`src/rtl/dcs_requant_if.sv`:
```
// Stream bundle for dcs_requant: unthrottled element input, valid/ready byte output, status flags.
interface dcs_requant_if #(
   parameter int unsigned IN_W  = 32,
   parameter int unsigned OUT_W = 8,
   parameter int unsigned SH_W  = 5
);
   logic              in_valid;
   logic [IN_W-1:0]   in_data;
   logic              out_ready;
   logic              out_valid;
   logic [OUT_W-1:0]  out_data;
   logic              out_last;
   logic [SH_W-1:0]   out_shift;
   logic              busy;
   logic              overflow;

   modport master (
      output in_valid, in_data, out_ready,
      input  out_valid, out_data, out_last, out_shift, busy, overflow
   );

   modport slave (
      input  in_valid, in_data, out_ready,
      output out_valid, out_data, out_last, out_shift, busy, overflow
   );
endinterface

```
`src/rtl/dcs_requant.sv`:
```
// Block-floating-point requantizer: buffers one vector, picks a shared shift from its max,
// then replays rounded/saturated elements on a valid/ready stream.
module dcs_requant #(
   parameter int unsigned N_ELEM = 8,
   parameter int unsigned IN_W   = 32,
   parameter int unsigned OUT_W  = 8,
   parameter int unsigned SH_W   = 5
) (
   input logic          clk,
   input logic          rst_n,
   dcs_requant_if.slave bus
);
   localparam int unsigned CNT_W = (N_ELEM > 1) ? $clog2(N_ELEM) : 1;
   localparam int unsigned SUM_W = IN_W + 1;

   typedef enum logic [1:0] {COLLECT, SHIFT, EMIT} state_t;

   state_t            state_q, state_d;
   logic [CNT_W-1:0]  wr_cnt_q, rd_cnt_q;
   logic [IN_W-1:0]   max_q;
   logic [IN_W-1:0]   mem_q [N_ELEM];
   logic [SH_W-1:0]   msb_c, sh_c;
   logic [CNT_W-1:0]  rd_nxt_c;
   logic              in_take_c, hs_c, last_wr_c, last_rd_c;

   // Round-half-up in IN_W+1 bits so an all-ones input cannot wrap, then clamp to OUT_W.
   function automatic logic [OUT_W-1:0] requant(input logic [IN_W-1:0] x,
                                                input logic [SH_W-1:0] sh);
      logic [SUM_W-1:0] bias;
      logic [SUM_W-1:0] sum;
      logic [SUM_W-1:0] shr;
      bias = '0;
      if (sh != '0) bias = SUM_W'(1) << (sh - SH_W'(1));
      sum = {1'b0, x} + bias;
      shr = sum >> sh;
      if (shr > SUM_W'({OUT_W{1'b1}})) requant = '1;
      else                             requant = shr[OUT_W-1:0];
   endfunction

   // Leading-one position of the vector max; zero max yields shift 0.
   always_comb begin
      msb_c = '0;
      for (int i = 0; i < int'(IN_W); i++) begin
         if (max_q[i]) msb_c = SH_W'(i);
      end
      sh_c = (msb_c > SH_W'(OUT_W - 1)) ? msb_c - SH_W'(OUT_W - 1) : '0;
   end

   assign in_take_c = bus.in_valid && (state_q == COLLECT);
   assign hs_c      = (state_q == EMIT) && bus.out_valid && bus.out_ready;
   assign last_wr_c = (wr_cnt_q == CNT_W'(N_ELEM - 1));
   assign last_rd_c = (rd_cnt_q == CNT_W'(N_ELEM - 1));
   assign rd_nxt_c  = rd_cnt_q + CNT_W'(1);

   always_ff @(posedge clk or negedge rst_n) begin
      if (!rst_n) state_q <= COLLECT;
      else        state_q <= state_d;
   end

   always_comb begin
      state_d = state_q;
      case (state_q)
         COLLECT: if (in_take_c && last_wr_c) state_d = SHIFT;
         SHIFT:   state_d = EMIT;
         EMIT:    if (hs_c && last_rd_c) state_d = COLLECT;
         default: state_d = COLLECT;
      endcase
   end

   // Vector buffer; contents are don't-care after reset.
   always_ff @(posedge clk) begin
      if (in_take_c) mem_q[wr_cnt_q] <= bus.in_data;
   end

   always_ff @(posedge clk or negedge rst_n) begin
      if (!rst_n) begin
         wr_cnt_q      <= '0;
         rd_cnt_q      <= '0;
         max_q         <= '0;
         bus.out_valid <= 1'b0;
         bus.out_data  <= '0;
         bus.out_last  <= 1'b0;
         bus.out_shift <= '0;
         bus.busy      <= 1'b0;
         bus.overflow  <= 1'b0;
      end else begin
         bus.busy <= (state_d != COLLECT);
         if (bus.in_valid && (state_q != COLLECT)) bus.overflow <= 1'b1;

         if (in_take_c) begin
            wr_cnt_q <= last_wr_c ? '0 : wr_cnt_q + CNT_W'(1);
            if (bus.in_data > max_q) max_q <= bus.in_data;
         end

         // Preload element 0 so out_valid rises straight out of SHIFT.
         if (state_q == SHIFT) begin
            bus.out_shift <= sh_c;
            max_q         <= '0;
            rd_cnt_q      <= '0;
            bus.out_valid <= 1'b1;
            bus.out_data  <= requant(mem_q[0], sh_c);
            bus.out_last  <= (N_ELEM == 1);
         end

         if (hs_c) begin
            if (last_rd_c) begin
               rd_cnt_q      <= '0;
               bus.out_valid <= 1'b0;
               bus.out_last  <= 1'b0;
            end else begin
               rd_cnt_q     <= rd_nxt_c;
               bus.out_data <= requant(mem_q[rd_nxt_c], bus.out_shift);
               bus.out_last <= (rd_nxt_c == CNT_W'(N_ELEM - 1));
            end
         end
      end
   end
endmodule

```
`src/flat_wrapper.sv`:
```
// flat-port wrapper written by rule: the top's interface ports become plain ports
module dcs_requant_flat 
#(
   parameter int unsigned N_ELEM = 8,
   parameter int unsigned IN_W   = 32,
   parameter int unsigned OUT_W  = 8,
   parameter int unsigned SH_W   = 5
)
  (clk, rst_n, bus_in_valid, bus_in_data, bus_out_ready, bus_out_valid, bus_out_data, bus_out_last, bus_out_shift, bus_busy, bus_overflow);
  dcs_requant_if #(.IN_W(IN_W), .OUT_W(OUT_W), .SH_W(SH_W)) bus_i ();
  input logic clk;
  input logic rst_n;
  input wire logic [$bits(bus_i.in_valid)-1:0] bus_in_valid;
  input wire logic [$bits(bus_i.in_data)-1:0] bus_in_data;
  input wire logic [$bits(bus_i.out_ready)-1:0] bus_out_ready;
  output wire logic [$bits(bus_i.out_valid)-1:0] bus_out_valid;
  output wire logic [$bits(bus_i.out_data)-1:0] bus_out_data;
  output wire logic [$bits(bus_i.out_last)-1:0] bus_out_last;
  output wire logic [$bits(bus_i.out_shift)-1:0] bus_out_shift;
  output wire logic [$bits(bus_i.busy)-1:0] bus_busy;
  output wire logic [$bits(bus_i.overflow)-1:0] bus_overflow;
  assign bus_i.in_valid = bus_in_valid;
  assign bus_i.in_data = bus_in_data;
  assign bus_i.out_ready = bus_out_ready;
  assign bus_out_valid = bus_i.out_valid;
  assign bus_out_data = bus_i.out_data;
  assign bus_out_last = bus_i.out_last;
  assign bus_out_shift = bus_i.out_shift;
  assign bus_busy = bus_i.busy;
  assign bus_overflow = bus_i.overflow;
  dcs_requant #(.N_ELEM(N_ELEM), .IN_W(IN_W), .OUT_W(OUT_W), .SH_W(SH_W)) u_core (.clk(clk), .rst_n(rst_n), .bus(bus_i));
endmodule
```
`config.mk`:
```
export PLATFORM = sky130hd
export DESIGN_NAME = dcs_requant_flat
export DESIGN_NICKNAME = d
export VERILOG_FILES = /design/src/rtl/dcs_requant_if.sv /design/src/rtl/dcs_requant.sv /design/src/flat_wrapper.sv
export SDC_FILE = /design/constraint.sdc
export NUM_CORES = 1
export LEC_CHECK = 0
export BUFFER_PORTS_ARGS = -buffer_cell sky130_fd_sc_hd__buf_4
export CORE_MARGIN = 4
export CORE_UTILIZATION = 40
export DETAILED_ROUTE_END_ITERATION = 12
export REMOVE_ABC_BUFFERS = 1
export SLEW_MARGIN = 20
export SYNTH_ARGS = -nofsm -noshare
export SYNTH_HDL_FRONTEND = slang
export SYNTH_SLANG_ARGS = --single-unit
```
`constraint.sdc`:
```
create_clock -name clk -period 18.8 [get_ports clk]
set_clock_uncertainty 0.1 [all_clocks]
set_input_delay 3.76 -clock clk [delete_from_list [all_inputs] [get_ports clk]]
set_output_delay 3.76 -clock clk [all_outputs]
set_load 0.005 [all_outputs]
```
==> results.ini, run 1 <==
[status]
status = complete, no violations

[logic_synthesis]
ys_warn_count = 0
synth_area_um2 = 21800
synth_edf_count = 256
ys_ff_latch = 313
synth_flop_cell = edfxtp_1
synth_area_per_cell_um2 = 10.5
postSynthCellCount = 2074
synthArstFlopShare_pct = 18.2
synth_cell_type_count = 120
ys_seq_area_share_pct = 41.8

[sta]
max-slew-margin-rel_pct = 29.4
setup_tns_ps = 0
min_period_ps = 8910
final_hold_viol_count = 0
slew_violations = 0
worst_pin_slew_ps = 1060
clock.fmax_mhz = 112
finalSetupViolCount = 0
rsz0062_at_grt = false
finalCritPeriodShare_pct = 47.4

[clock_network]
clockBufferDepth = 3
htreeDepth = 2
postCtsSetupRepairBufs = 0
cts_tree = built
postCtsHoldBufs = 0
cts_buffers = 35
post_cts_resized = 0
root_buffer = clkbuf_16
clock_latency_ps = 540
clock-sinks = 313
path_clk_slew_ps = 60

[finish]
layout-drive-gt1-share_pct = 14.4
finalNetCount = 2225
areaGrowthSynthToFinish_pct = 9.94
final_core_util_pct = 44.4
fill_cells = 5026

[drt]
vias_per_cell = 6.23
dr_total_vias = 17507
wl_um = 67500
wl_per_cell_um = 24.0
wl_met1_um = 30200
dr.pass1.iters = 5
drc = 0
routed-wl-met3_um = 4250
top_layer = met4
routed-wl-met2_um = 31100
postRouteAntennaNets = 0
drt_iter0_drc = 1443

[global_routing]
grt_pass1_wl_um = 103000
grt_pass1_vias = 16802
grt-ovfl-total = 0
antenna_found_initial = 4
grt_max_degree = 58
grt_usage_pct = 22.9

[floorplan]
fp.dieH_um = 241
die_w_um = 241
coreArea_um2 = 53900
ios = 53
row_count = 85
die-area_um2 = 58300
start_util_pct = 40.4

[worst_setup_path]
start_kind = flop
timing.rr.start = u_core.max_q[23]
arrival_ps = 9210
worstSetupStartpoint = u_core.max_q[23]
cp_max_fo = 30
path_class = reg2reg
required_ps = 19100
worst_setup_path_end_kind = flop

[power]
irDropWorstVdd_mv = 0.0736
powerDensity_nw_per_um2 = 59.7
p_leak_nw = 8.99

[placement]
gp_congestion = 0.929
portBuffers = 52
dpl.hpwl_um = 49200

[worst_hold_path]
min-delay-start = u_core.bus.overflow
hold_class = reg2reg

[job]
max_cap_viol_count = 0

-- registers in the layout (all words and copies together), names as in the netlist, 2 cells and up --
register / cells
u_core.state_q: 2
u_core.bus.out_shift: 5
u_core.max_q: 32
u_core.bus.out_data: 8
u_core.rd_cnt_q: 3
u_core.wr_cnt_q: 3
u_core.mem_q: 256
-- per-stage QoR --
step / cells / hold WS (ps) / instance area [um2] / setup WS, ps / power, W
floorplan: 1962 / 359 / 21300 / 9770 / 0.000776
global placement: 2744 / 353 / 22900 / 10120 / 0.000798
detailed placement: 2744 / 376 / 22900 / 10090 / 0.000798
CTS: 2807 / 393 / 23900 / 10050 / 0.00144
global route: 2807 / 427 / 23900 / 9360 / 0.00148
finish: 2808 / 387 / 24000 / 9890 / 0.00143
-- kinds of logic (layout without fill, tap and decap cells) --
| group | Yosys count | after routing | share of synthesized area (%) |
|---|---|---|---|
| simple gates | 694 | 694 | 14.9 |
| compound gates | 560 | 560 | 19.2 |
| flops | 313 | 313 | 41.8 |
| buf+inv | 181 | 215 | 3.53 |
| mux | 179 | 179 | 12.8 |
| fa+ha+maj | 104 | 104 | 6.04 |
| xor+xnor | 42 | 42 | 1.69 |
| other cells | 1 | 5 | 0.0172 |
-- layer usage --
layer,GRT usage (%),vias up
met1,32.4,8703
met5,0,-
met4,6.64,0
met2,36.6,610
met3,3.76,97
li1,-,8097
-- synthesized netlist by cell type (all sizes together), types with 13 or more instances --
cell	count	area, um2
dfrtp	57	1430
nand3	41	205
edfxtp	256	7690
nor4	26	169
o22ai	17	113
xnor2	30	263
o21ai	82	422
nand2	241	905
mux2i	54	541
o211ai	31	246
a21o	42	318
o31ai	17	146
nand2b	17	106
mux2	51	574
nor3	51	265
ha	102	1280
nand4	23	144
a211oi	51	400
or3	17	113
o21a	34	257
a221oi	14	153
inv	64	240
buf	52	284
nor2	190	716
mux4	74	1670
a31oi	18	134
a21oi	110	558
clkbuf	63	236
a2111oi	14	176
and2	15	93.8
or2	13	81.3
-- path summary, 6_finish.rpt --
path / to / slack (ps) / depth (start not counted)
max: u_core.bus.out_data[6] / 9890 / 25
min: u_core.bus.overflow / 390 / 1
max reg2reg: u_core.bus.out_data[6] / 9890 / 25
min reg2reg: u_core.bus.overflow / 390 / 1
max in group asynchronous: u_core.rd_cnt_q[0] / 14760 / 1
min in group asynchronous: u_core.max_q[26] / 3210 / 1
-- cell usage in the layout (no fill, tap or decap), types with 40 or more instances in the layout --
cell / instances
a21o_1: 40
nor3_1: 45
a21oi_1: 108
mux2i_1: 54
nand2_1: 241
mux4_2: 74
buf_4: 86
nand3_1: 41
inv_1: 64
a211oi_1: 49
dfrtp_1: 56
o21ai_0: 73
edfxtp_1: 256
ha_1: 101
nor2_1: 186
-- report_power, final --
group | switching [W] | internal (W) | total, W | leakage [nW]
Combinational | 0.0000226 | 0.0000113 | 0.0000340 | 5.44
Sequential | 0.00000000000000000000523 | 0.000750 | 0.000750 | 3.03
Clock | 0.000276 | 0.000370 | 0.000646 | 0.521
Total | 0.000299 | 0.00113 | 0.00143 | 8.99
-- worst max-delay path, cell delays in order (launching register included) --
cell,delay (ps)
dfrtp_1,420
inv_1,110
o21ai_0,90
a31oi_1,400
o2111a_1,620
o21ai_0,420
ha_1,900
nor2b_1,350
a32o_1,220
buf_4,330
nand2_1,220
nor3_1,260
ha_1,420
a2111o_1,490
a211oi_1,350
nand3_1,210
o21ai_1,380
a21oi_1,360
and2_1,290
a21oi_1,180
nand2_1,80
a31oi_1,400
o311ai_0,200
or4b_1,550
o22ai_2,300
a211oi_1,130
-- cell type report --
cell class,instances,area (um2),share of cell area (%)
Antenna cell,1,2.50,0.0104
Clock buffer,48,945,3.94
Clock inverter,15,125,0.522
Inverter,66,248,1.03
Multi-Input combinational cell,1583,12000,50.1
Sequential cell,313,9120,38.1
Tap cell,696,871,3.64
Timing Repair Buffer,86,646,2.70
No activity file was read; power rests on OpenSTA's default activity.
==> inputs of run 2 (changes only) <==
clock period = 7.95 ns   (was 18.8 ns; I/O delays follow)
==> results.ini, run 2 (synthesis results as in run 1) <==
[clock_network]
cts_tree = built  ; unchanged
path_clk_slew_ps = 70  ; was 60 ps
htreeDepth = 2  ; unchanged
cts_buffers = 34  ; was 35
root_buffer = clkbuf_16  ; unchanged
clockBufferDepth = 3  ; unchanged
postCtsHoldBufs = 0  ; unchanged
clock_latency_ps = 530  ; was 540 ps
clock-sinks = 313  ; unchanged

[worst_setup_path]
path_delay_family = simple AND/OR/NAND/NOR gates  ; was compound AO/OA/AOI/OAI gates
cp_max_fo = 8  ; was 30
regToRegEndpoint = u_core.bus.out_data[2]  ; was u_core.bus.out_data[6]
crit_buf_inv = 1  ; was 2
critical_path.max_stage_delay_ps = 760  ; was 900 ps
required_ps = 8250  ; was 19100 ps
arrival_ps = 7770  ; was 9210 ps
timing.rr.start = u_core.max_q[8]  ; was u_core.max_q[23]
path_cells = or4_1 -> o211ai_1 -> nand3_1 -> nor3_2 -> nand3_1 -> a311oi_2 -> nand2_1 -> nor4_1 -> ha_1 -> inv_1 -> fa_1 -> nor2b_1 -> o31a_1 -> o2111ai_1 -> and2_1 -> a31o_2 -> and4_1 -> a211oi_1 -> a21oi_1 -> nor4_1 -> a32oi_1 -> or4_1 -> o22ai_2 -> a211oi_1
r2r_slack_ps = 480  ; was 9890 ps
r2r_cells = 24  ; was 25
start_kind = flop  ; unchanged
worst_setup_path_end_kind = flop  ; unchanged
worst_path_max_delay_cell = a311oi_2  ; was ha_1
path_class = reg2reg  ; unchanged

[global_routing]
grt-ovfl-total = 0  ; unchanged
grt_max_degree = 58  ; unchanged
grt_pass1_vias = 17017  ; was 16802
grt_usage_pct = 22.9  ; about the same
antenna_found_initial = 0  ; was 4
grt_pass1_wl_um = 103000  ; about the same

[finish]
final_core_util_pct = 44.8  ; was 44.4%
num_antenna_cells = 0  ; was 1
finalNetCount = 2252  ; was 2225
areaGrowthSynthToFinish_pct = 10.9  ; was 9.94%
regMostFlops = u_core.mem_q  ; unchanged
final_cell_mix = edfxtp_1, nand2_1, nor2_1  ; unchanged
largest_reg_flops = 256  ; unchanged
final_common_cell = edfxtp_1  ; unchanged
reg_top3 = u_core.mem_q (256), u_core.max_q (32), u_core.bus.out_data (8)  ; unchanged
layout-drive-gt1-share_pct = 15.7  ; was 14.4%

[worst_hold_path]
min_path_cells = 1  ; unchanged
min-delay-start = u_core.bus.overflow  ; unchanged
holdPathEnd = u_core.bus.overflow  ; unchanged
hold_class = reg2reg  ; unchanged

[floorplan]
fp.dieH_um = 241  ; unchanged
start_util_pct = 40.4  ; unchanged
ios = 53  ; unchanged
die-area_um2 = 58300  ; unchanged
die_w_um = 241  ; unchanged
row_count = 85  ; unchanged
coreArea_um2 = 53900  ; unchanged

[sta]
min_period_ps = 7470  ; was 8910 ps
max-slew-margin-rel_pct = 42.5  ; was 29.4%
clock.fmax_mhz = 134  ; was 112 MHz
setup_tns_ps = 0  ; unchanged
finalCritPeriodShare_pct = 93.9  ; was 47.4%
worst_pin_slew_ps = 856  ; was 1060 ps
rsz0062_at_grt = false  ; unchanged
slew_violations = 0  ; unchanged
timing.final.ws_setup_ps = 482  ; was 9890 ps
finalSetupViolCount = 0  ; unchanged
holdWs_ps = 382  ; was 387 ps
final_hold_viol_count = 0  ; unchanged

[power]
totalPowerFinal_w = 0.00335  ; was 0.00143 W
p_leak_nw = 9.11  ; was 8.99 nW
irDropWorstVdd_mv = 0.167  ; was 0.0736 mV
powerDensity_nw_per_um2 = 139  ; was 59.7 nW/um2

[drt]
drc = 0  ; unchanged
vias_per_cell = 6.22  ; was 6.23
postRouteAntennaNets = 0  ; unchanged
drt_iter0_drc = 1633  ; was 1443
dr_total_vias = 17617  ; was 17507
wl_per_cell_um = 24.0  ; about the same
dr.pass1.iters = 6  ; was 5
wl_um = 67900  ; was 67500 um

[status]
status = complete, no violations  ; unchanged

[placement]
portBuffers = 52  ; unchanged
dpl.hpwl_um = 50300  ; was 49200 um
dp_worst_setup_slack_ps = 339  ; was 10090 ps
gp_congestion = 0.925  ; was 0.929

[job]
max_cap_viol_count = 0  ; unchanged

-- run 2: worst max-delay path by stage --
| stage | start | end | slack (ps) | depth (start not counted) |
|---|---|---|---|---|
| 6_report | u_core.max_q[8] | u_core.bus.out_data[2] | 480 | 24 |
| 5_1_grt | u_core.max_q[16] | u_core.bus.out_data[2] | 50 | 26 |
| 4_1_cts | u_core.max_q[25] | u_core.bus.out_data[2] | 340 | 26 |
| 3_5_place_dp | u_core.max_q[25] | u_core.bus.out_data[2] | 340 | 26 |
| 3_3_place_gp | u_core.max_q[23] | u_core.bus.out_data[2] | 430 | 26 |
| 2_1_floorplan | u_core.rd_cnt_q[0] | u_core.bus.out_data[0] | -1080 | 20 |
-- run 2: layout make-up --
class	instances	area (um2)
Timing Repair Buffer	114	885
Sequential cell	313	9120
Clock inverter	14	134
Inverter	66	248
Clock buffer	45	902
Multi-Input combinational cell	1583	12000
Fill cell	5033	29800
Tap cell	696	871
-- run 2: worst register-to-register path: stages, from the launching register on --
cell,delay (ps)
dfrtp_1,440
or4_1,580
o211ai_1,270
nand3_1,120
nor3_2,230
nand3_1,270
a311oi_2,760
nand2_1,160
nor4_1,470
ha_1,280
inv_1,60
fa_1,400
nor2b_1,160
o31a_1,260
o2111ai_1,200
and2_1,250
a31o_2,300
and4_1,220
a211oi_1,270
a21oi_1,180
nor4_1,340
a32oi_1,150
or4_1,460
o22ai_2,300
a211oi_1,140
-- run 2: power breakdown --
group	switching, W	internal (W)	leakage [nW]
Clock	0.000653	0.000841	0.497
Sequential	0.0000000000000000000114	0.00177	3.03
Combinational	0.0000531	0.0000271	5.58
Total	0.000706	0.00264	9.11
-- run 2: what timing repair did --
action	CTS	global route
resized for setup	0	6
buffers inserted	0	0
setup endpoints to repair	0	8
-- run 2: metal layers --
metal	global-route usage (%)	vias to the layer above	share of wire, %
met5	0	-	0
met4	6.64	0	3.0
met3	3.46	110	6.3
met2	37.4	631	46
met1	32.0	8743	44
li1	-	8133	-
-- run 2: stage by stage --
stage	area, um2	std cells
floorplan	21300	1962
global placement	23100	2772
detailed placement	23100	2772
CTS	24200	2831
global route	24200	2831
finish	24200	2831
==> inputs of run 3 (changes only) <==
ABC_AREA = 1   (was default)
==> results.ini, run 3 <==
[drt]
dr.pass1.iters = 5  ; was 6
wl_um = 63800  ; was 67900 um
vias_per_cell = 5.51  ; was 6.22
drt_iter0_drc = 1555  ; was 1633
postRouteAntennaNets = 0  ; unchanged
wl_per_cell_um = 19.0  ; was 24.0 um
dr_total_vias = 18488  ; was 17617
drc = 0  ; unchanged

[worst_setup_path]
regToRegEndpoint = u_core.bus.out_data[3]  ; was u_core.bus.out_data[2]
path_delay_family = simple AND/OR/NAND/NOR gates  ; unchanged
path_common_cell = nand2_1
arrival_ps = 7650  ; was 7770 ps
r2r_slack_ps = 630  ; was 480 ps
path_class = reg2reg  ; unchanged
critical_path.max_stage_delay_ps = 380  ; was 760 ps
crit_buf_inv = 8  ; was 1
required_ps = 8280  ; was 8250 ps
start_kind = flop  ; unchanged
timing.rr.start = u_core.max_q[2]  ; was u_core.max_q[8]
cp_max_fo = 8  ; unchanged
r2r_cells = 74  ; was 24
worst_setup_path_end_kind = flop  ; unchanged
worst_path_max_delay_cell = dfrtp_1  ; was a311oi_2

[floorplan]
coreArea_um2 = 51600  ; was 53900 um2
start_util_pct = 40.7  ; was 40.4%
row_count = 83  ; was 85
die_w_um = 237  ; was 241 um
ios = 53  ; unchanged
fp.dieH_um = 237  ; was 241 um
die-area_um2 = 56200  ; was 58300 um2

[logic_synthesis]
muxShareOfSynthArea_pct = 0.238  ; was 12.8%
synth_flop_cell = edfxtp_1  ; unchanged
yosysTopAreaCellShare_pct = 36.6  ; was 35.3%
synth_top_family_by_area = simple AND/OR/NAND/NOR gates  ; was compound AO/OA/AOI/OAI gates
synthArstFlopShare_pct = 18.2  ; unchanged
synth_fa_ha_area_share_pct = 6.27  ; was 6.04%
netlist_top_cells_area = edfxtp_1, nand2_1, nand3_1  ; was edfxtp_1, mux4_2, dfrtp_1
synth_commonest_cells = nand2_1, nand3_1, nor2_1, edfxtp_1, o21ai_0  ; was edfxtp_1, nand2_1, nor2_1, a21oi_1, ha_1
ys_ff_latch = 313  ; unchanged
synth-xor-area-share_pct = 2.29  ; was 1.69%
postSynthCellCount = 2642  ; was 2074
synth_area_per_cell_um2 = 7.95  ; was 10.5 um2
synth_compound_gate_area_share_pct = 14.1  ; was 19.2%
synth_edf_count = 256  ; unchanged
synth_area_um2 = 21000  ; was 21800 um2
ys_warn_count = 0  ; unchanged
yosys.area_share.simple_pct = 27.9  ; was 14.9%
synth.most_common_cell = nand2_1  ; was edfxtp_1
synth_cell_type_count = 66  ; was 120
yosysTopAreaCell = edfxtp_1  ; unchanged
ys_seq_area_share_pct = 43.4  ; was 41.8%

[finish]
fill_cells = 5085  ; was 5033
final_core_util_pct = 45.3  ; was 44.8%
final_cell_mix = nand2_1, nand3_1, nor2_1  ; was edfxtp_1, nand2_1, nor2_1
areaGrowthSynthToFinish_pct = 11.4  ; was 10.9%
regMostFlops = u_core.mem_q  ; unchanged
seqCellArea_um2 = 9120  ; unchanged
final_common_cell = nand2_1  ; was edfxtp_1
multi_input_area_um2 = 10900  ; was 12000 um2
largest_reg_flops = 256  ; unchanged
layout-drive-gt1-share_pct = 11.2  ; was 15.7%
layoutNonFillerInstCount = 3357  ; was 2831
reg_top3 = u_core.mem_q (256), u_core.max_q (32), u_core.bus.out_data (8)  ; unchanged
num_antenna_cells = 0  ; unchanged
finalNetCount = 2792  ; was 2252

[sta]
clock.fmax_mhz = 137  ; was 134 MHz
max-slew-margin-rel_pct = 34.2  ; was 42.5%
holdWs_ps = 387  ; was 382 ps
finalSetupViolCount = 0  ; unchanged
finalCritPeriodShare_pct = 92.0  ; was 93.9%
min_period_ps = 7320  ; was 7470 ps
slew_violations = 0  ; unchanged
final_hold_viol_count = 0  ; unchanged
worst_pin_slew_ps = 975  ; was 856 ps

[global_routing]
grt_pass1_wl_um = 99800  ; was 103000 um
grt-ovfl-total = 0  ; unchanged
grtUsageMet1_pct = 32.6  ; was 32.0%
met2_usage_pct = 35.6  ; was 37.4%
grt_usage_pct = 22.2  ; was 22.9%
antenna_found_initial = 1  ; was 0
grt_max_degree = 77  ; was 58
top_usage_layer = met2  ; unchanged
use_met3_pct = 2.26  ; was 3.46%
grt_pass1_vias = 17433  ; was 17017

[clock_network]
clockBufferDepth = 3  ; unchanged
path_clk_slew_ps = 60  ; was 70 ps
clock-sinks = 313  ; unchanged
clock_latency_ps = 550  ; was 530 ps
cts_tree = built  ; unchanged
root_buffer = clkbuf_16  ; unchanged
cts_buffers = 35  ; was 34
htreeDepth = 2  ; unchanged

[placement]
gp_congestion = 0.918  ; was 0.925
post-place-cells = 3280  ; was 2772
dpl.hpwl_um = 45700  ; was 50300 um
portBuffers = 52  ; unchanged

[worst_hold_path]
min_path_cells = 1  ; unchanged
min-delay-start = u_core.bus.overflow  ; unchanged
holdPathEnd = u_core.bus.overflow  ; unchanged
hold_class = reg2reg  ; unchanged

[status]
status = complete, no violations  ; unchanged

[job]
max_cap_viol_count = 0  ; unchanged

-- run 3: cell types whose count changed after synthesis, sizes merged, moves of 51 or more --
| cell | before | now |
|---|---|---|
| nor2 | 190 | 293 |
| inv | 64 | 165 |
| nand3 | 41 | 302 |
| nand2 | 241 | 686 |
| mux4 | 74 | 0 |
| o21ai | 82 | 245 |
| mux2 | 51 | 0 |
-- run 3: cells by family after synthesis --
group	count (synthesis)
flip-flops	313
multiplexers	5
AND/OR/NAND/NOR	1363
other	1
XOR/XNOR	54
adder cells (fa/ha/maj)	104
buffers and inverters	306
AO/OA/AOI/OAI	496
-- run 3: how the worst max path moves through the flow --
stage,from,endpoint,slack [ps],cells after the start
after global routing,u_core.max_q[2],u_core.bus.out_data[3],-40,74
after floorplan,u_core.rd_cnt_q[0],u_core.bus.out_data[0],-2830,36
after CTS,u_core.max_q[2],u_core.bus.out_data[6],390,74
final,u_core.max_q[2],u_core.bus.out_data[3],630,74
after global placement,u_core.max_q[2],u_core.bus.out_data[6],590,74
after detailed placement,u_core.max_q[2],u_core.bus.out_data[6],390,74
-- run 3: per-layer routing --
| metal | routed length, um | vias up |
|---|---|---|
| met5 | 0 | - |
| met4 | 1150 | 0 |
| met3 | 2910 | 76 |
| met2 | 29400 | 515 |
| met1 | 30300 | 8794 |
| li1 | - | 9103 |
-- run 3: final cells by class --
cell class,count,area share (%)
well taps,680,3.64
clock buffers,45,4.04
clock inverters,17,0.759
flip-flops and latches,313,39.0
repair buffers,106,3.45
multi-input cells,2026,46.4
inverters,170,2.75
-- run 3: what timing repair did --
action | 4_1_cts | 5_1_grt
setup buffers | 0 | 15
endpoints found under the setup margin | 0 | 8
hold buffers | 0 | 0
gates resized for setup | 0 | 34
-- run 3: stage by stage --
step | cell area [um2] | TNS, ps | worst slack [ps]
detailed placement | 22000 | 0 | 390
CTS | 23200 | 0 | 388
finish | 23400 | 0 | 635
global route | 23400 | -118 | -39.5
floorplan | 20400 | -22530 | -2830
global placement | 22000 | 0 | 594
Power of run 3 is not shown: default switching activity piles up to over one toggle a cycle in this logic, so the estimate is an artifact.
